<file path="config.mk">
export PLATFORM = sky130hd
export DESIGN_NAME = load_store_unit
export DESIGN_NICKNAME = d
export VERILOG_FILES = /design/src/rtl/lsu_pkg.sv /design/src/rtl/lsu_align.sv /design/src/rtl/load_store_unit.sv
export SDC_FILE = /design/constraint.sdc
export NUM_CORES = 1
export LEC_CHECK = 0
export ABC_AREA = 0
export CAP_MARGIN = 20
export CORE_ASPECT_RATIO = 2
export CORE_MARGIN = 5
export CORE_UTILIZATION = 45
export DETAILED_ROUTE_END_ITERATION = 12
export MAX_ROUTING_LAYER = met4
export PLACE_DENSITY = 0.76
export SYNTH_ARGS = -nofsm -noshare
export SYNTH_HDL_FRONTEND = slang
export SYNTH_SLANG_ARGS = --single-unit
export TNS_END_PERCENT = 30
</file>
<file path="constraint.sdc">
create_clock -name clk -period 6.4 [get_ports clk]
set_clock_uncertainty 0.05 [all_clocks]
set_input_delay 1.28 -clock clk [delete_from_list [all_inputs] [get_ports clk]]
set_output_delay 1.28 -clock clk [all_outputs]
set_load 0.03 [all_outputs]
</file>
<file path="src/rtl/lsu_pkg.sv">
// Shared definitions for the load/store unit: RV32I funct3 codes, FSM states
// and the request legality helper.
package lsu_pkg;

    localparam logic [2:0] F3_B  = 3'b000;
    localparam logic [2:0] F3_H  = 3'b001;
    localparam logic [2:0] F3_W  = 3'b010;
    localparam logic [2:0] F3_BU = 3'b100;
    localparam logic [2:0] F3_HU = 3'b101;

    typedef enum logic [1:0] {
        IDLE,
        RD,
        WR,
        RESP
    } lsu_state_t;

    // Unsigned variants only make sense for loads; stores never use them.
    function automatic logic f3_legal(input logic [2:0] funct3, input logic write);
        logic ok;
        case (funct3)
            F3_B, F3_H, F3_W: ok = 1'b1;
            F3_BU, F3_HU:     ok = !write;
            default:          ok = 1'b0;
        endcase
        return ok;
    endfunction

endpackage

</file>
<file path="src/rtl/lsu_align.sv">
// Byte-lane steering for the load/store unit: merges sub-word store data into
// an existing word, extends load data and flags misaligned accesses.
module lsu_align
    import lsu_pkg::*;
(
    input  logic [2:0]  funct3,
    input  logic [1:0]  byte_off,
    input  logic [31:0] old_word,
    input  logic [31:0] store_data,
    input  logic [31:0] read_word,
    output logic [31:0] merged_word,
    output logic [31:0] load_data,
    output logic        misaligned
);

    logic [4:0]  byte_shift;
    logic [4:0]  half_shift;
    logic [7:0]  byte_lane;
    logic [15:0] half_lane;
    logic [31:0] lane_mask;
    logic [31:0] lane_data;

    assign byte_shift = {byte_off, 3'b000};
    assign half_shift = {byte_off[1], 4'b0000};
    assign byte_lane  = read_word[byte_shift +: 8];
    assign half_lane  = read_word[half_shift +: 16];

    always_comb begin
        lane_mask   = '0;
        lane_data   = '0;
        merged_word = store_data;
        load_data   = read_word;
        misaligned  = 1'b0;
        case (funct3)
            F3_B, F3_BU: begin
                lane_mask   = 32'h0000_00FF << byte_shift;
                lane_data   = {24'h0, store_data[7:0]} << byte_shift;
                merged_word = (old_word & ~lane_mask) | lane_data;
                load_data   = (funct3 == F3_B) ? {{24{byte_lane[7]}}, byte_lane}
                                               : {24'h0, byte_lane};
            end
            F3_H, F3_HU: begin
                lane_mask   = 32'h0000_FFFF << half_shift;
                lane_data   = {16'h0, store_data[15:0]} << half_shift;
                merged_word = (old_word & ~lane_mask) | lane_data;
                load_data   = (funct3 == F3_H) ? {{16{half_lane[15]}}, half_lane}
                                               : {16'h0, half_lane};
                misaligned  = byte_off[0];
            end
            F3_W: begin
                misaligned  = |byte_off;
            end
            default: begin
                misaligned  = 1'b0;
            end
        endcase
    end

endmodule

</file>
<file path="src/rtl/load_store_unit.sv">
// RV32I load/store initiator for a word-only data memory. Sub-word stores are
// performed as read-modify-write; all core- and memory-facing outputs are registered.
module load_store_unit
    import lsu_pkg::*;
#(
    parameter int MEM_WORDS = 32
) (
    input  logic        clk,
    input  logic        rst_n,
    input  logic        req_valid,
    output logic        req_ready,
    input  logic        req_write,
    input  logic [2:0]  req_funct3,
    input  logic [31:0] req_addr,
    input  logic [31:0] req_wdata,
    output logic        resp_valid,
    output logic [31:0] resp_rdata,
    output logic        resp_err,
    output logic [31:0] mem_addr,
    output logic        mem_we,
    output logic [31:0] mem_wdata,
    input  logic [31:0] mem_rdata
);

    localparam logic [29:0] WORD_LIMIT = 30'(MEM_WORDS);

    lsu_state_t  state;
    logic        write_q;
    logic [2:0]  funct3_q;
    logic [1:0]  off_q;
    logic [31:0] wdata_q;

    logic [2:0]  align_f3;
    logic [1:0]  align_off;
    logic [31:0] merged_word;
    logic [31:0] load_data;
    logic        misaligned;
    logic        in_range;
    logic        bad_req;
    logic        accept;

    // In IDLE the aligner checks the incoming request; afterwards it works on the captured one.
    assign align_f3  = (state == IDLE) ? req_funct3    : funct3_q;
    assign align_off = (state == IDLE) ? req_addr[1:0] : off_q;

    assign in_range = req_addr[31:2] < WORD_LIMIT;
    assign bad_req  = !f3_legal(req_funct3, req_write) || misaligned || !in_range;
    assign accept   = req_valid && req_ready;

    lsu_align u_align (
        .funct3      (align_f3),
        .byte_off    (align_off),
        .old_word    (mem_rdata),
        .store_data  (wdata_q),
        .read_word   (mem_rdata),
        .merged_word (merged_word),
        .load_data   (load_data),
        .misaligned  (misaligned)
    );

    always_ff @(posedge clk or negedge rst_n) begin
        if (!rst_n) begin
            state      <= IDLE;
            write_q    <= 1'b0;
            funct3_q   <= '0;
            off_q      <= '0;
            wdata_q    <= '0;
            req_ready  <= 1'b1;
            resp_valid <= 1'b0;
            resp_rdata <= '0;
            resp_err   <= 1'b0;
            mem_addr   <= '0;
            mem_we     <= 1'b0;
            mem_wdata  <= '0;
        end else begin
            case (state)
                IDLE: begin
                    if (accept) begin
                        write_q   <= req_write;
                        funct3_q  <= req_funct3;
                        off_q     <= req_addr[1:0];
                        wdata_q   <= req_wdata;
                        req_ready <= 1'b0;
                        if (bad_req) begin
                            state      <= RESP;
                            resp_valid <= 1'b1;
                            resp_err   <= 1'b1;
                            resp_rdata <= '0;
                        end else begin
                            mem_addr <= {req_addr[31:2], 2'b00};
                            // Full-word stores need no read, so they skip straight to the write.
                            if (req_write && (req_funct3 == F3_W)) begin
                                state     <= WR;
                                mem_we    <= 1'b1;
                                mem_wdata <= req_wdata;
                            end else begin
                                state <= RD;
                            end
                        end
                    end
                end
                RD: begin
                    if (write_q) begin
                        state     <= WR;
                        mem_we    <= 1'b1;
                        mem_wdata <= merged_word;
                    end else begin
                        state      <= RESP;
                        resp_valid <= 1'b1;
                        resp_err   <= 1'b0;
                        resp_rdata <= load_data;
                    end
                end
                WR: begin
                    state      <= RESP;
                    mem_we     <= 1'b0;
                    resp_valid <= 1'b1;
                    resp_err   <= 1'b0;
                    resp_rdata <= '0;
                end
                RESP: begin
                    state      <= IDLE;
                    resp_valid <= 1'b0;
                    resp_err   <= 1'b0;
                    resp_rdata <= '0;
                    req_ready  <= 1'b1;
                end
                default: begin
                    state <= IDLE;
                end
            endcase
        end
    end

endmodule

</file>
---- After elaboration in Yosys (flattened, before gate mapping) ----
Index checks and enable logic that the tools add are counted.
cells by class
  magnitude comparators ................... 1
  eq/ne operators ......................... 17
  shifts and indexed selects .............. 6
  mux-type cells .......................... 35
  bitwise operators ....................... 7
  reductions and logical operators ........ 25
operators by type and width
  cell                   number
  $mux 32                9
  $pmux 32 s2            3
  $pmux 32 s3            1
  $and 32x32->32         2
  $not 32->32            2
  $or 32x32->32          2
  $shiftx 32x6->16       1
  $shiftx 32x6->8        1
  $shl 16x5->32          1
  $shl 16x5->32 const A  1
  $shl 8x5->32           1
  $shl 8x5->32 const A   1
  $lt 30x6->1 const B    1
  $eq 3x3->1 const B     4
  $mux 1                 10
  $ne 2x2->1 const B     5
  $reduce_and 5->1       2
  $reduce_or 2->1        5
  $mux 2                 4
  $pmux 2 s4             1
  $eq 3x1->1 const B     2
  $eq 3x2->1 const B     2
  $logic_not 3->1        2
  $pmux 1 s2             3
  other kinds (16)       25
word-level totals
  register bits ........................... 138
  output and inout bits ................... 100

---- Longest topological paths before layout ----
  depth in word-level cells ............... 10
  gate-level depth with buffers ........... 11
  mapped depth without buffers ............ 8

---- Cells and area by module ----
A second synthesis with hierarchy kept.
unflattened totals
  cell total of the unflattened synthesis .. 625
  area total of the unflattened synthesis .. 7075.5 µm²
by module, submodules not included
  module           instances  cells an instance  area each (µm²)
  load_store_unit  1          383                5718.0
  lsu_align        1          242                1357.6

---- Least setup slack after synthesis ----
No wires, ideal clock.
  path type ............................... in2reg
  from .................................... in req_funct3[0]
  to ...................................... reg mem_wdata[22]
  setup time .............................. 0.125 ns
  arrival ................................. 2.883 ns
  required time ........................... 6.225 ns
  path slack .............................. 3.342 ns
  stages .................................. 7
  path buffers ............................ 1
  path through ............................ mux2i_1 nor2_1 a211oi_2 nand2_2 o22ai_4 buf_6 mux2_2
on the way
  cells in the longest elaborated chain, start to end .. 8
  elaborated cells between the ends (all ways) .. 27
ends and longest elaborated chain
  element                                        RTL line                                source
  start: declaration                             load_store_unit.sv:13                   input logic [2:0] req_funct3,
  $mux 3, or another cell as far along           load_store_unit.sv:43                   assign align_f3 = (state == IDLE) ? req_funct3 : funct3_q;
  $eq 3x3->1, or another cell as far along       --
  $reduce_or 2->1 or $pmux 1 s2 (tied branches)  --
  $pmux 1 s2 or $logic_not 1->1 (tied branches)  lsu_align.sv:34, load_store_unit.sv:47
  $logic_or 1x1->1 (2 in a row)                  load_store_unit.sv:47                   assign bad_req = !f3_legal(req_funct3, req_write) || misaligned || !in_range;
  $ne 2x2->1 (no line)                           --
  $reduce_and 5->1 (no line)                     --
  end signal: assignment                         load_store_unit.sv:95                   mem_wdata <= req_wdata;
  end signal: assignment                         load_store_unit.sv:106                  mem_wdata <= merged_word;
  end: declaration                               load_store_unit.sv:21                   output logic [31:0] mem_wdata,
Parallel ways exist; a longest one is shown, timed or not. The select of a mux whose other input is x is not followed.
A chain may end at the register's enable or synchronous reset.

---- Final worst setup path ----
  from .................................... in req_funct3[1]
  to ...................................... reg mem_wdata[31]
The elaborated chain is that of the path after synthesis.

==> flow_summary.json <==
{
  "final_common_cell": "clkdlybuf4s50_1",
  "ios": 203,
  "die_area_sq_um": 18400,
  "pwr-share-comb_pct": 50.6,
  "crit_path_cell_trace": "clkdlybuf4s50_1 > mux2_1 > nor2_1 > a211oi_2 > nand2_2 > o22ai_4 > buf_4 > mux2i_1",
  "clk_path_buf_depth": 2,
  "grt_max_degree": 93,
  "cts_tree": "done",
  "finalHoldViolations": 0,
  "post_cts_buffers": 0,
  "synth_top_cells_by_area": "dfrtp_1, mux2_2, mux2i_1",
  "overflow": 0,
  "wirelength_um": 23900,
  "die_height_um": 187,
  "cp.required_ps": 6700,
  "clock.fmax_ghz": 0.232,
  "synth-edff-count": 0,
  "syn_area_sq_um": 7060,
  "place_hpwl_um": 17900,
  "setup_slack_ps": 2090,
  "powerDensity_nw_per_um2": 521,
  "hp-class": "flop to flop",
  "start_util_pct": 45.9,
  "synth_area_per_cell_sq_um": 10.4,
  "p_clk_share_pct": 20.4,
  "crit_path_max_incr_delay_ps": 790,
  "grt_pass1_vias": 6474,
  "rows": 64,
  "relSlewSlack_pct": 24.1,
  "status": "finished, final reports clean",
  "max_slew.worst_pin.slew_ps": 1140,
  "p_sw_share_pct": 43.3,
  "internal_power_uw": 2900,
  "peakVddDrop_mv": 0.260,
  "insertion_delay_ps": 430,
  "fillers": 1311,
  "slew_violations": 0,
  "period_share_pct": 67.3,
  "port_buffers": 200,
  "dr.pass1.iters": 6,
  "cts_inserted_buffers": 17,
  "num_vias": 6348,
  "ys_seq_area_share_pct": 48.9,
  "drive_gt1_share_pct": 13.8,
  "core_area_sq_um": 15400,
  "utilization_pct": 63.8,
  "fin_nets": 973,
  "wl_per_cell_um": 22.2,
  "crit_family": "compound AO/OA/AOI/OAI gates",
  "viasPerCell": 5.88,
  "netlist_instances": 679,
  "post_cts_resized": 0,
  "pwr-share-seq_pct": 28.9,
  "finalSetupTns_ps": 0,
  "worstSetupPathType": "input pin to flop",
  "hold_buffers": 0,
  "power_switching_uw": 2210,
  "gp_congestion": 1.04,
  "worst_setup_path_start_kind": "input pin",
  "most-common-layout-cells": "clkdlybuf4s50_1, dfrtp_1, a21oi_1",
  "synthFlopType": "dfrtp_1",
  "pre_cts_slack_ps": 1670,
  "cp.buffers_inverters": 2,
  "endpoint_kind": "flop",
  "track_usage_pct": 26.7,
  "ys_ff_latch": 138,
  "cp_slowest_cell": "o22ai_4",
  "antenna_left": 0,
  "rsz0062_at_grt": "no",
  "p_leak_uw": 0.00419,
  "die_x_um": 98.6,
  "critPathArrivalTime_ps": 4610,
  "synthToLayoutAreaGrowth_pct": 38.9,
  "fin_crit_ps": 4310,
  "ys_warn_count": 0,
  "synth_top_area_share_pct": 48.6,
  "grt_pass1_wl_um": 36800,
  "initialDrtViolationCount": 524,
  "path_max_fanout": 28,
  "h-tree-depth": 4,
  "yosys.area.top_type": "dfrtp_1",
  "clk_pin_slew_ps": 60,
  "antenna_found_initial": 2,
  "synthArstFlopShare_pct": 100,
  "netlist-cell-type-count": 52,
  "drc_errors": 0,
  "timing.max_cap.violations": 0,
  "clockRootBuffer": "clkbuf_16",
  "setup_viol": 0,
  "cts_num_sinks": 138
}
==> worst paths after layout <==
path                                  to     startpoint  depth (start not counted)  slack, ps
setup / recovery           mem_wdata[31]  req_funct3[1]                          8       2090
max in group asynchronous  resp_rdata[2]          rst_n                          2       4220
hold / removal                resp_valid     resp_valid                          2        430
setup reg to reg           mem_wdata[31]       state[0]                         10       2440
hold reg to reg               resp_valid     resp_valid                          2        430
min in group asynchronous  mem_wdata[21]          rst_n                          1        870
==> Yosys cell counts (2+ instances only) <==
library cell and count:
nand3_1 4, o221ai_1 9, and3_1 8, o21ai_0 40
a221oi_1 8, mux2i_1 48, o41ai_1 2, nand2b_1 5
nor2_1 65, ha_1 4, a221o_1 4, nand2_1 46
nor4_1 6, dfrtp_1 137, a21oi_1 74, a31oi_1 2
buf_4 4, mux2i_2 2, mux2_2 59, clkbuf_1 23
buf_1 6, inv_1 15, o22ai_1 25, nor3_1 11
nor2b_1 26, buf_6 6, o21ai_1 3, buf_2 3
mux2_1 11
==> power groups by stage <==
stage	sequential (uW)	clock, uW	combinational, uW
final	1480	1040	2590
after CTS	1470	1050	2570
after detailed placement	1480	0	2560
after floorplan	1780	0	1350
after global routing	1510	1100	2760
after global placement	1470	0	2520
==> metal layers <==
layer / global-route usage, % / vias to the layer above / routed length [um]
met5: - / - / 0
met4: 18.4 / 0 / 1880
met3: 4.74 / 109 / 1380
met2: 44.6 / 335 / 12300
met1: 28.1 / 3071 / 8330
li1: - / 2833 / -
==> state kept, by name (all words and copies together), names as in the netlist <==
register    count
write_q         1
mem_wdata      32
mem_we          1
req_ready       1
resp_rdata     32
mem_addr       30
off_q           2
funct3_q        3
resp_valid      1
wdata_q        32
state           2
resp_err        1
==> cell families (layout without fill, tap and decap cells) <==
logic type | after synthesis | after routing | synth area share [%]
fa+ha+maj | 4 | 4 | 0.709
simple gates | 176 | 176 | 11.7
compound gates | 181 | 181 | 16.0
mux | 121 | 121 | 18.7
buf+inv | 58 | 257 | 3.99
flops | 138 | 138 | 48.9
other cells | 1 | 4 | 0.0531
==> per-stage QoR <==
step | power [uW] | instance area (sq um) | std cells | hold WS [ps]
3_5_place_dp | 4040 | 9180 | 1045 | 419
6_report | 5110 | 9810 | 1079 | 427
3_3_place_gp | 3990 | 9180 | 1045 | 412
5_1_grt | 5370 | 9810 | 1079 | 459
4_1_cts | 5100 | 9800 | 1077 | 432
2_1_floorplan | 3130 | 7060 | 680 | 421
==> tightest hold or removal path, delay by kind of cell, from the launching register on <==
family / cells / cell delay (ps)
AND/OR/NAND/NOR: 1 / 40
flip-flops: 1 / 340
AO/OA/AOI/OAI: 1 / 60
==> area by class of cell <==
cell class / instances / area, sq um / area share [%]
sequential: 138 / 3450 / 35.2
multi-input combinational: 484 / 3340 / 34.1
timing repair buffer: 209 / 2070 / 21.1
clock buffer: 18 / 439 / 4.48
tap: 198 / 248 / 2.53
clock inverter: 14 / 184 / 1.88
inverter: 16 / 60.1 / 0.612
antenna: 2 / 5.00 / 0.0510
(Power assumes the default switching activity.)
